`src/rtl/muldiv_iterative_unit_if.sv`:
```
// Request/response bundle between the execute stage and the iterative mul/div unit.
interface muldiv_iterative_unit_if #(
  parameter int unsigned XLEN = 32
);
  logic            req_valid;
  logic            req_ready;
  logic [2:0]      req_op;
  logic            req_signa;
  logic            req_signb;
  logic            req_div_sign;
  logic [XLEN-1:0] req_a;
  logic [XLEN-1:0] req_b;
  logic [4:0]      req_rd;
  logic            resp_valid;
  logic            resp_ready;
  logic [XLEN-1:0] resp_result;
  logic [4:0]      resp_rd;

  modport master (
    output req_valid, req_op, req_signa, req_signb, req_div_sign, req_a, req_b, req_rd,
    output resp_ready,
    input  req_ready, resp_valid, resp_result, resp_rd
  );

  modport slave (
    input  req_valid, req_op, req_signa, req_signb, req_div_sign, req_a, req_b, req_rd,
    input  resp_ready,
    output req_ready, resp_valid, resp_result, resp_rd
  );
endinterface

```
`src/rtl/muldiv_iterative_unit.sv`:
```
// Iterative RISC-V M-extension unit: shift-add multiply, restoring divide, BITS_PER_CYCLE bits/iteration.
// Optional last-division result cache enabled by defining MULDIV_PAIR_CACHE_EN.
module muldiv_iterative_unit #(
  parameter int unsigned XLEN           = 32,
  parameter int unsigned BITS_PER_CYCLE = 1
) (
  input  logic                   clk,
  input  logic                   reset,
  input  logic                   flush,
  output logic                   busy,
  muldiv_iterative_unit_if.slave bus
);
  localparam int unsigned     ITERS = XLEN / BITS_PER_CYCLE;
  localparam int unsigned     CW    = $clog2(ITERS + 1);
  localparam logic [XLEN-1:0] SMIN  = {1'b1, {(XLEN-1){1'b0}}};

  typedef enum logic [2:0] {
    WB_MUL  = 3'd3,
    WB_MULH = 3'd4,
    WB_DIV  = 3'd5,
    WB_REM  = 3'd6
  } wb_op_e;

  typedef enum logic [1:0] {S_IDLE, S_BUSY, S_DONE} state_e;
  typedef enum logic [1:0] {K_MUL, K_MULH, K_DIV, K_REM} kind_e;

  state_e            state_q, state_d;
  logic [CW-1:0]     cnt_q, cnt_d;
  kind_e             kind_q, kind_d;
  logic [4:0]        rd_q, rd_d;
  logic              qneg_q, qneg_d;
  logic              rneg_q, rneg_d;
  logic [XLEN:0]     hi_q, hi_d;
  logic [XLEN-1:0]   lo_q, lo_d;
  logic [XLEN-1:0]   opb_q, opb_d;
  logic [XLEN-1:0]   result_q, result_d;

  logic              neg_a, neg_b;
  logic [XLEN-1:0]   mag_a, mag_b;
  logic [XLEN:0]     it_hi;
  logic [XLEN-1:0]   it_lo;
  logic [2*XLEN-1:0] prod;
  logic [XLEN-1:0]   quo, rem;
  logic              spec_hit;
  logic [XLEN-1:0]   spec_q, spec_r;

`ifdef MULDIV_PAIR_CACHE_EN
  logic              cv_q;
  logic [XLEN-1:0]   ca_q, cb_q, cq_q, cr_q;
  logic              cs_q;
  logic [XLEN-1:0]   pa_q, pa_d, pb_q, pb_d;
  logic              ps_q, ps_d;
  logic              cwr;
  logic [XLEN-1:0]   cw_a, cw_b, cw_q, cw_r;
  logic              cw_s;
`endif

  always_comb begin
    state_d  = state_q;
    cnt_d    = cnt_q;
    kind_d   = kind_q;
    rd_d     = rd_q;
    qneg_d   = qneg_q;
    rneg_d   = rneg_q;
    hi_d     = hi_q;
    lo_d     = lo_q;
    opb_d    = opb_q;
    result_d = result_q;
`ifdef MULDIV_PAIR_CACHE_EN
    pa_d = pa_q;
    pb_d = pb_q;
    ps_d = ps_q;
    cwr  = 1'b0;
    cw_a = pa_q;
    cw_b = pb_q;
    cw_s = ps_q;
    cw_q = '0;
    cw_r = '0;
`endif

    // Multiply: {hi,lo} is the running product, shifted right as multiplier bits are consumed.
    // Divide: {hi,lo} is partial remainder and dividend/quotient, shifted left.
    it_hi = hi_q;
    it_lo = lo_q;
    for (int unsigned i = 0; i < BITS_PER_CYCLE; i++) begin
      if (kind_q == K_MUL || kind_q == K_MULH) begin
        if (it_lo[0]) it_hi = it_hi + {1'b0, opb_q};
        it_lo = {it_hi[0], it_lo[XLEN-1:1]};
        it_hi = {1'b0, it_hi[XLEN:1]};
      end else begin
        it_hi = {it_hi[XLEN-1:0], it_lo[XLEN-1]};
        it_lo = {it_lo[XLEN-2:0], 1'b0};
        if (it_hi >= {1'b0, opb_q}) begin
          it_hi    = it_hi - {1'b0, opb_q};
          it_lo[0] = 1'b1;
        end
      end
    end

    prod = {it_hi[XLEN-1:0], it_lo};
    if (qneg_q) prod = -prod;
    quo = qneg_q ? -it_lo : it_lo;
    rem = rneg_q ? -it_hi[XLEN-1:0] : it_hi[XLEN-1:0];

    neg_a = 1'b0;
    neg_b = 1'b0;
    case (bus.req_op)
      WB_MULH: begin
        neg_a = bus.req_signa & bus.req_a[XLEN-1];
        neg_b = bus.req_signa & bus.req_signb & bus.req_b[XLEN-1];
      end
      WB_DIV, WB_REM: begin
        neg_a = bus.req_div_sign & bus.req_a[XLEN-1];
        neg_b = bus.req_div_sign & bus.req_b[XLEN-1];
      end
      default: ;
    endcase
    mag_a = neg_a ? -bus.req_a : bus.req_a;
    mag_b = neg_b ? -bus.req_b : bus.req_b;

    spec_hit = 1'b0;
    spec_q   = '1;
    spec_r   = bus.req_a;
    if (bus.req_b == '0) begin
      spec_hit = 1'b1;
    end else if (bus.req_div_sign && bus.req_a == SMIN && bus.req_b == '1) begin
      spec_hit = 1'b1;
      spec_q   = bus.req_a;
      spec_r   = '0;
    end
`ifdef MULDIV_PAIR_CACHE_EN
    else if (cv_q && bus.req_a == ca_q && bus.req_b == cb_q && bus.req_div_sign == cs_q) begin
      spec_hit = 1'b1;
      spec_q   = cq_q;
      spec_r   = cr_q;
    end
`endif

    unique case (state_q)
      S_IDLE: begin
        if (bus.req_valid) begin
          rd_d    = bus.req_rd;
          hi_d    = '0;
          lo_d    = mag_a;
          opb_d   = mag_b;
          qneg_d  = neg_a ^ neg_b;
          rneg_d  = neg_a;
          cnt_d   = CW'(ITERS);
          state_d = S_BUSY;
          case (bus.req_op)
            WB_MUL:  kind_d = K_MUL;
            WB_MULH: kind_d = K_MULH;
            WB_DIV, WB_REM: begin
              kind_d = (bus.req_op == WB_DIV) ? K_DIV : K_REM;
`ifdef MULDIV_PAIR_CACHE_EN
              pa_d = bus.req_a;
              pb_d = bus.req_b;
              ps_d = bus.req_div_sign;
`endif
              if (spec_hit) begin
                state_d  = S_DONE;
                cnt_d    = '0;
                result_d = (bus.req_op == WB_DIV) ? spec_q : spec_r;
`ifdef MULDIV_PAIR_CACHE_EN
                cwr  = 1'b1;
                cw_a = bus.req_a;
                cw_b = bus.req_b;
                cw_s = bus.req_div_sign;
                cw_q = spec_q;
                cw_r = spec_r;
`endif
              end
            end
            default: begin
              state_d  = S_DONE;
              cnt_d    = '0;
              result_d = '0;
            end
          endcase
        end
      end
      S_BUSY: begin
        hi_d  = it_hi;
        lo_d  = it_lo;
        cnt_d = cnt_q - CW'(1);
        if (cnt_q == CW'(1)) begin
          state_d = S_DONE;
          case (kind_q)
            K_MUL:   result_d = prod[XLEN-1:0];
            K_MULH:  result_d = prod[2*XLEN-1:XLEN];
            K_DIV:   result_d = quo;
            default: result_d = rem;
          endcase
`ifdef MULDIV_PAIR_CACHE_EN
          if (kind_q == K_DIV || kind_q == K_REM) begin
            cwr  = 1'b1;
            cw_q = quo;
            cw_r = rem;
          end
`endif
        end
      end
      S_DONE: begin
        if (bus.resp_ready) state_d = S_IDLE;
      end
      default: state_d = S_IDLE;
    endcase

    // Flush kills everything in flight, including a same-cycle accept and its cache fill.
    if (flush) begin
      state_d  = S_IDLE;
      cnt_d    = '0;
      result_d = result_q;
`ifdef MULDIV_PAIR_CACHE_EN
      cwr = 1'b0;
`endif
    end
  end

  always_ff @(posedge clk or posedge reset) begin
    if (reset) begin
      state_q  <= S_IDLE;
      cnt_q    <= '0;
      kind_q   <= K_MUL;
      rd_q     <= '0;
      qneg_q   <= 1'b0;
      rneg_q   <= 1'b0;
      hi_q     <= '0;
      lo_q     <= '0;
      opb_q    <= '0;
      result_q <= '0;
    end else begin
      state_q  <= state_d;
      cnt_q    <= cnt_d;
      kind_q   <= kind_d;
      rd_q     <= rd_d;
      qneg_q   <= qneg_d;
      rneg_q   <= rneg_d;
      hi_q     <= hi_d;
      lo_q     <= lo_d;
      opb_q    <= opb_d;
      result_q <= result_d;
    end
  end

`ifdef MULDIV_PAIR_CACHE_EN
  always_ff @(posedge clk or posedge reset) begin
    if (reset) begin
      pa_q <= '0;
      pb_q <= '0;
      ps_q <= 1'b0;
      cv_q <= 1'b0;
      ca_q <= '0;
      cb_q <= '0;
      cs_q <= 1'b0;
      cq_q <= '0;
      cr_q <= '0;
    end else begin
      pa_q <= pa_d;
      pb_q <= pb_d;
      ps_q <= ps_d;
      if (cwr) begin
        cv_q <= 1'b1;
        ca_q <= cw_a;
        cb_q <= cw_b;
        cs_q <= cw_s;
        cq_q <= cw_q;
        cr_q <= cw_r;
      end
    end
  end
`endif

  assign bus.req_ready   = (state_q == S_IDLE);
  assign busy            = (state_q != S_IDLE);
  assign bus.resp_valid  = (state_q == S_DONE);
  assign bus.resp_result = result_q;
  assign bus.resp_rd     = rd_q;
endmodule

```
`src/flat_wrapper.sv`:
```
// flat-port wrapper written by rule: the top's interface ports become plain ports
module muldiv_iterative_unit_flat 
#(
  parameter int unsigned XLEN           = 32,
  parameter int unsigned BITS_PER_CYCLE = 1
)
  (clk, reset, flush, busy, bus_req_valid, bus_req_op, bus_req_signa, bus_req_signb, bus_req_div_sign, bus_req_a, bus_req_b, bus_req_rd, bus_resp_ready, bus_req_ready, bus_resp_valid, bus_resp_result, bus_resp_rd);
  muldiv_iterative_unit_if #(.XLEN(XLEN)) bus_i ();
  input  logic clk;
  input  logic reset;
  input  logic flush;
  output logic busy;
  input wire logic [$bits(bus_i.req_valid)-1:0] bus_req_valid;
  input wire logic [$bits(bus_i.req_op)-1:0] bus_req_op;
  input wire logic [$bits(bus_i.req_signa)-1:0] bus_req_signa;
  input wire logic [$bits(bus_i.req_signb)-1:0] bus_req_signb;
  input wire logic [$bits(bus_i.req_div_sign)-1:0] bus_req_div_sign;
  input wire logic [$bits(bus_i.req_a)-1:0] bus_req_a;
  input wire logic [$bits(bus_i.req_b)-1:0] bus_req_b;
  input wire logic [$bits(bus_i.req_rd)-1:0] bus_req_rd;
  input wire logic [$bits(bus_i.resp_ready)-1:0] bus_resp_ready;
  output wire logic [$bits(bus_i.req_ready)-1:0] bus_req_ready;
  output wire logic [$bits(bus_i.resp_valid)-1:0] bus_resp_valid;
  output wire logic [$bits(bus_i.resp_result)-1:0] bus_resp_result;
  output wire logic [$bits(bus_i.resp_rd)-1:0] bus_resp_rd;
  assign bus_i.req_valid = bus_req_valid;
  assign bus_i.req_op = bus_req_op;
  assign bus_i.req_signa = bus_req_signa;
  assign bus_i.req_signb = bus_req_signb;
  assign bus_i.req_div_sign = bus_req_div_sign;
  assign bus_i.req_a = bus_req_a;
  assign bus_i.req_b = bus_req_b;
  assign bus_i.req_rd = bus_req_rd;
  assign bus_i.resp_ready = bus_resp_ready;
  assign bus_req_ready = bus_i.req_ready;
  assign bus_resp_valid = bus_i.resp_valid;
  assign bus_resp_result = bus_i.resp_result;
  assign bus_resp_rd = bus_i.resp_rd;
  muldiv_iterative_unit #(.XLEN(XLEN), .BITS_PER_CYCLE(BITS_PER_CYCLE)) u_core (.clk(clk), .reset(reset), .flush(flush), .busy(busy), .bus(bus_i));
endmodule
```
`config.mk`:
```
export PLATFORM = sky130hd
export DESIGN_NAME = muldiv_iterative_unit_flat
export DESIGN_NICKNAME = d
export VERILOG_FILES = /design/src/rtl/muldiv_iterative_unit_if.sv /design/src/rtl/muldiv_iterative_unit.sv /design/src/flat_wrapper.sv
export SDC_FILE = /design/constraint.sdc
export NUM_CORES = 1
export LEC_CHECK = 0
export ABC_AREA = 0
export BUFFER_PORTS_ARGS = -buffer_cell sky130_fd_sc_hd__buf_4
export CAP_MARGIN = 20
export CORE_AREA = 5 5 216 218
export CTS_BUF_LIST = sky130_fd_sc_hd__clkbuf_2 sky130_fd_sc_hd__clkbuf_4 sky130_fd_sc_hd__clkbuf_8
export CTS_CLUSTER_SIZE = 8
export DETAILED_ROUTE_END_ITERATION = 10
export DIE_AREA = 0 0 221 223
export PLACE_DENSITY = 0.58
export SYNTH_ARGS = -nofsm -noshare
export SYNTH_HDL_FRONTEND = slang
export SYNTH_SLANG_ARGS = --single-unit
```
`constraint.sdc`:
```
create_clock -name clk -period 6.65 [get_ports clk]
set_input_delay 1.33 -clock clk [delete_from_list [all_inputs] [get_ports clk]]
set_output_delay 1.33 -clock clk [all_outputs]
set_load 0.005 [all_outputs]
```
== Word-level counts from Yosys, hierarchy flattened ==
Index checks and enable logic that the tools add are counted.

* Input port bits: 80
* Bits in read-only memories: 0
* Memories kept: 0
* Output and inout port bits: 40
* Logic and storage cells: 105
* Memory bits (writable): 0
* Latch bits: 0
* Flip-flop bits (word level): 146

* Reductions and logical operators: 18
* Order comparisons: 1
* Div/mod/pow operators: 0
* Add/sub/neg operators: 8
* Muxes and demuxes: 43
* Shift operators: 0
* Equal/unequal tests: 18
* Bitwise gates (word level): 7
* Multiply operators: 0

{| class="wikitable"
|+ Operators by type and width
! cell !! number
|-
| 2-to-1 mux 32 bit || 14
|-
| case mux 32 bit (2 select lines) || 3
|-
| 2-to-1 mux 33 bit || 4
|-
| negator 32 bit || 4
|-
| case mux 32 bit (3 select lines) || 1
|-
| case mux 33 bit (2 select lines) || 1
|-
| equality test 32 bit (second input constant) || 2
|-
| 2-to-1 mux 64 bit || 1
|-
| negator 64 bit || 1
|-
| adder 33 x 32 -> 33 bit || 1
|-
| greater-or-equal comparator 33 x 32 -> 1 bit || 1
|-
| subtractor 33 x 32 -> 33 bit || 1
|-
| zero test 32 bit || 1
|-
| case mux 6 bit (2 select lines) || 2
|-
| 2-to-1 mux 6 bit || 3
|-
| case mux 2 bit (3 select lines) || 2
|-
| 2-to-1 mux 2 bit || 5
|-
| equality test 3 bit (second input constant) || 3
|-
| equality test 6 x 1 -> 1 bit (second input constant) || 1
|-
| inequality test 3 x 2 -> 1 bit (second input constant) || 2
|-
| inequality test 3 bit (second input constant) || 2
|-
| AND reduction 2 bit || 3
|-
| AND reduction 3 bit || 2
|-
| AND reduction 6 bit || 1
|-
| 18 further kinds || 34
|}

== Logic depth before layout (Yosys ltp) ==
* Depth in word-level cells: 10
* Depth in mapped cells: 24
* Mapped depth without buffers: 20

== Worst setup path before layout ==
No wires, ideal clock.

* Path type: flip-flop to flip-flop
* Start: reg u_core.hi_q[15]
* End: reg u_core.result_q[24], in the netlist u_core.bus.resp_result[24]
* Path slack: 1,716 ps
* Arrival time: 4,803 ps
* Library setup time: 132 ps
* Buffers on the path: 4
* Data required time: 6,518 ps
* Period minus slack after synthesis: 4,934 ps
* Cell stages (with the launch flop): 22
* Path through: dfrtp_1 -> ha_1 -> buf_2 -> a21oi_2 -> o21ai_1 -> a21o_1 -> o311a_4 -> nor2_4 -> buf_6 -> buf_8 -> buf_2 -> nand2_1 -> o21ai_0 -> ha_1 -> o2111ai_1 -> or4_1 -> or4_1 -> or2_2 -> o31ai_2 -> xnor2_1 -> a221oi_1 -> o21ai_1

* Cells in the longest elaborated chain, start to end: 8
* Elaborated cells between the ends (all ways): 17
* Classes of those cells: add/sub (5); order compare (1); mux (11)

{| class="wikitable"
|+ RTL lines
! item !! RTL line !! text
|-
| start, declared || muldiv_iterative_unit.sv:33 || <nowiki>logic [XLEN:0] hi_q, hi_d;</nowiki>
|-
| start signal, assigned || muldiv_iterative_unit.sv:239 || <nowiki>hi_q <= hi_d;</nowiki>
|-
| adder 33 x 32 -> 33 bit (tied with other cells) || muldiv_iterative_unit.sv:87 || <nowiki>if (it_lo[0]) it_hi = it_hi + {1'b0, opb_q};</nowiki>
|-
| 2-to-1 mux 33 bit (tied with other cells) || muldiv_iterative_unit.sv:87 ||
|-
| 2-to-1 mux 33 bit or 2-to-1 mux 32 bit (tied branches) || muldiv_iterative_unit.sv:86 || <nowiki>if (kind_q == K_MUL || kind_q == K_MULH) begin</nowiki>
|-
| negator 64 bit (tied with other cells) || muldiv_iterative_unit.sv:101 || <nowiki>if (qneg_q) prod = -prod;</nowiki>
|-
| 2-to-1 mux 64 bit (tied with other cells) || muldiv_iterative_unit.sv:101 ||
|-
| case mux 32 bit (3 select lines) * || muldiv_iterative_unit.sv:188 || <nowiki>case (kind_q)</nowiki>
|-
| 2-to-1 mux 32 bit * || muldiv_iterative_unit.sv:186 || <nowiki>if (cnt_q == CW'(1)) begin</nowiki>
|-
| case mux 32 bit (2 select lines) * || muldiv_iterative_unit.sv:139 || <nowiki>unique case (state_q)</nowiki>
|-
| end signal, assigned || muldiv_iterative_unit.sv:242 || <nowiki>result_q <= result_d;</nowiki>
|-
| end, declared || muldiv_iterative_unit.sv:36 || <nowiki>logic [XLEN-1:0] result_q, result_d;</nowiki>
|}

Every way passes the cells marked *; elsewhere a longest branch is shown, timed or not. The select of a mux whose other input is x is not followed.
A chain may end at the register's enable or synchronous reset.

== Worst setup path after layout ==
* Start: reg u_core.hi_q[3]
* End: reg u_core.result_q[8], in the netlist u_core.bus.resp_result[8]

The elaborated chain is that of the path after synthesis.

==> key figures <==
Routing
  – Starting DRC count in detailed routing: 1736
  – Via density per instance: 6.13
  – DRC: 0
  – Drt pass-1 iters: 5
  – DRT Wirelength: 61600 um
  – Detail Route Antenna Nets: 0
  – DR WL/cell: 22.9 um
  – Via count: 16500

Layout
  – Area occupied by multi-input gates: 10900 sq um
  – Number of nets in the layout: 2224
  – Layout area overhead: 11.5%
  – Share of cells above drive strength 1: 11.8%
  – Layout filler cell count: 4751
  – Storage cell area: 3660 sq um
  – Util after Layout: 38.3%

Yosys
  – Most common cell in the netlist: nand2_1
  – Post-synth EDFFs: 0
  – Synth top area share: 23.8%
  – Post-Syn Nets: between 2000 and 2500
  – Synthesized instance count: between 2000 and 2500
  – Synthesized flop and latch total: 146
  – Most frequent cells after synthesis: nand2_1, o21ai_0, dfrtp_1
  – Syn Area/Cell: ~7.6 sq um
  – Leading area contributor after synthesis: dfrtp_1
  – Ranking of synthesized cells by area: dfrtp_1, o21ai_0, nand2_1
  – Yosys cell types: 106
  – Fraction of registers with async set/reset: between 90% and 100%
  – Top_reg_cell synth: dfrtp_1
  – Register area share after synthesis: 23.8%
  – Yosys synthesis warning count: 0
  – Post-Syn Area: 15300 sq um

CTS
  – Post-CTS Hold Fix Bufs: 0
  – CTS root buf: clkbuf_8
  – TritonCTS clock tree: built
  – Sinks on Clock Net: around 150
  – CTS H-tree lvls: 4
  – Clock Path Buffers: 2
  – Resize count post-CTS: 0
  – Clock transition at path regs: 0.10 ns
  – Postcts setup bufs: 0
  – CTS buffer count: 17
  – Clock latency on the worst-skew pair: 0.53 ns

Placed design
  – Post-DP HPWL: 46800 um
  – GP Congestion: 0.967
  – Worst slack at placement: around 1.1 ns
  – Port bufs: 119

Global route
  – Total grt overflow: 0
  – Initial antenna violation count: 3
  – Largest net degree at the start of global routing: 100
  – First-pass GRT wire length: 94300 um
  – Vias in the first global route: 15600
  – Global Route Usage Sum: around 24%

Flow run
  – Total of max-cap violations: 0

Die
  – Boundary Pins: 120
  – Die X: around 220 um
  – Rows: 78
  – Die height: 223 um
  – Starting Density: 34.3%
  – Core Area: 44700 sq um
  – Die area: 49300 sq um

Worst setup path
  – CP Buf/Inv Count: 0
  – Worst path max stage delay: 0.60 ns
  – Crit path cell chain: ha_1 -> a21oi_1 -> a2111oi_4 -> o311a_4 -> nor2_4 -> nand2_1 -> o21ai_0 -> ha_1 -> o2111ai_1 -> or4_1 -> or4_1 -> nor2_1 -> nor2_1 -> nor2_1 -> a21oi_1 -> xnor2_1 -> a21oi_1 -> o221ai_1
  – CP Capture Type: flip-flop
  – Critical Path AT: 6.20 ns
  – Worst endpoint required time: 7.05 ns
  – Worst Path Max Fanout: 13
  – Worst setup path class: flip-flop to flip-flop
  – Crit-path slowest cell: or4_1
  – Startpoint types: flip-flop
  – Top cell family by delay on the critical path: simple AND/OR/NAND/NOR gates

Timing
  – Fin. Hold Viols: 0
  – Clock skew: about 0.017 ns
  – Setup TNS Final: 0 ns
  – RSZ-0062 raised after global routing: false
  – Final setup viols: 0
  – Post-route minimum period: 5.79 ns
  – FMAX: about 170 MHz
  – Period utilization: 87.1%
  – Fin. max-slew vios: 0
  – Worst Tran Pin Value: approximately 1.1 ns
  – Max_slew headroom: 27.6%
  – Final WS setup: 0.858 ns

Power and ir drop
  – Pwr Density: 311 nW/um^2
  – Worst-case vdd ir drop: 194 uV
  – Leakage power: ~6.9 nW

Worst hold path
  – Hold Path Class: flip-flop to flip-flop

Run status
  – Status: complete, no violations
flip-flops by register name, indices dropped and copies added (netlist names):
signal and cells:
u_core.lo_q 32, u_core.rneg_q 1, u_core.bus.resp_result 32, u_core.cnt_q 6, u_core.bus.resp_rd 5, u_core.qneg_q 1, u_core.kind_q 2, u_core.opb_q 32
u_core.hi_q 33, u_core.state_q 2
logic make-up (layout without fill, tap and decap cells):
group / Yosys count / count (layout) / synth area share (%)
other: 0 / 1 / 0
DFF: 146 / 146 / 23.8
xor gates and xnor gates: 148 / 148 / 8.45
and+or+nand+nor: 700 / 700 / 22.3
muxes: 53 / 53 / 3.53
AOI/OAI and AO/OA: 706 / 706 / 30.5
buffers and inverters: 200 / 257 / 5.34
adders and majority gates: 73 / 73 / 6.05
metal layers:
metal	up-vias	part of all wire [%]	GRT usage [%]
met1	7947	44	33.2
met5	-	0.052	0
met4	4	4.1	9.80
met2	782	45	38.1
met3	146	7.1	3.07
li1	7576	-	-
where the power goes:
group | leakage (nW) | internal, mW | switching, mW
clock network | 0.196 | 0.346 | 0.412
registers | 1.87 | 1.08 | 0.280
logic | 4.82 | 1.17 | 2.04
final timing paths:
path                            cells past startpoint                              start                                    end  slack [ns]
worst max-delay path                               18         u_core.hi_q[3]$_DFFE_PP0P_  u_core.bus.resp_result[8]$_DFFE_PP0P_        0.86
worst min register to register                      2  u_core.bus.resp_rd[0]$_DFFE_PP0P_      u_core.bus.resp_rd[0]$_DFFE_PP0P_        0.50
min in group asynchronous                           2                              reset            u_core.opb_q[8]$_DFFE_PP0P_        1.00
worst max register to register                     18         u_core.hi_q[3]$_DFFE_PP0P_  u_core.bus.resp_result[8]$_DFFE_PP0P_        0.86
max in group asynchronous                           3                              reset           u_core.kind_q[1]$_DFFE_PP0P_        4.13
worst min-delay path                                2  u_core.bus.resp_rd[0]$_DFFE_PP0P_      u_core.bus.resp_rd[0]$_DFFE_PP0P_        0.50
placed cells by master, fill, tap and decap left out, types with 12 or more instances in the layout:
master    count
nor2_1      127
clkbuf_8     18
a21o_1       18
a22o_1       14
or2_2        13
nand3_1      32
nor2b_1      19
dfrtp_1     144
ha_1         71
xor2_1       80
a31oi_1      35
nand2_1     271
o21a_1       20
inv_1        77
o21ai_0     206
buf_4       145
nor4_1       12
a211oi_1     22
or3_1        21
or4_1        17
mux2i_1      44
o41ai_1      13
and2_1       15
nor3_1       62
o22ai_1      12
nand2b_1     25
xnor2_1      68
o211ai_1     26
a21oi_1     142
o31ai_1      27
o221ai_1     34
nand4_1      29
area by class of cell:
| class | count | area share (%) |
|---|---|---|
| well taps | 600 | 4.39 |
| repair buffers | 147 | 6.51 |
| clock inverters | 12 | 0.783 |
| flip-flops and latches | 146 | 21.4 |
| clock buffers | 19 | 1.49 |
| inverters | 79 | 1.76 |
| diodes | 1 | 0.0146 |
| multi-input cells | 1680 | 63.7 |
worst reg2reg max path, delay by kind of cell (launching register included):
kind,cells,cell delay [ns]
and+or+nand+nor,7,2.18
DFF,1,0.47
xor gates and xnor gates,1,0.18
AOI/OAI and AO/OA,8,2.15
adders and majority gates,2,0.70
metrics by stage:
stage | power [mW] | area [sq um] | hold WS, ns | instances
floorplan | 3.48 | 15300 | 0.470 | 2026
global placement | 4.49 | 16700 | 0.462 | 2651
detailed placement | 4.51 | 16700 | 0.466 | 2652
CTS | 5.28 | 17100 | 0.493 | 2683
global route | 5.67 | 17100 | 0.519 | 2683
finish | 5.32 | 17100 | 0.496 | 2684
Note: power is estimated with default switching activity, not from simulation.
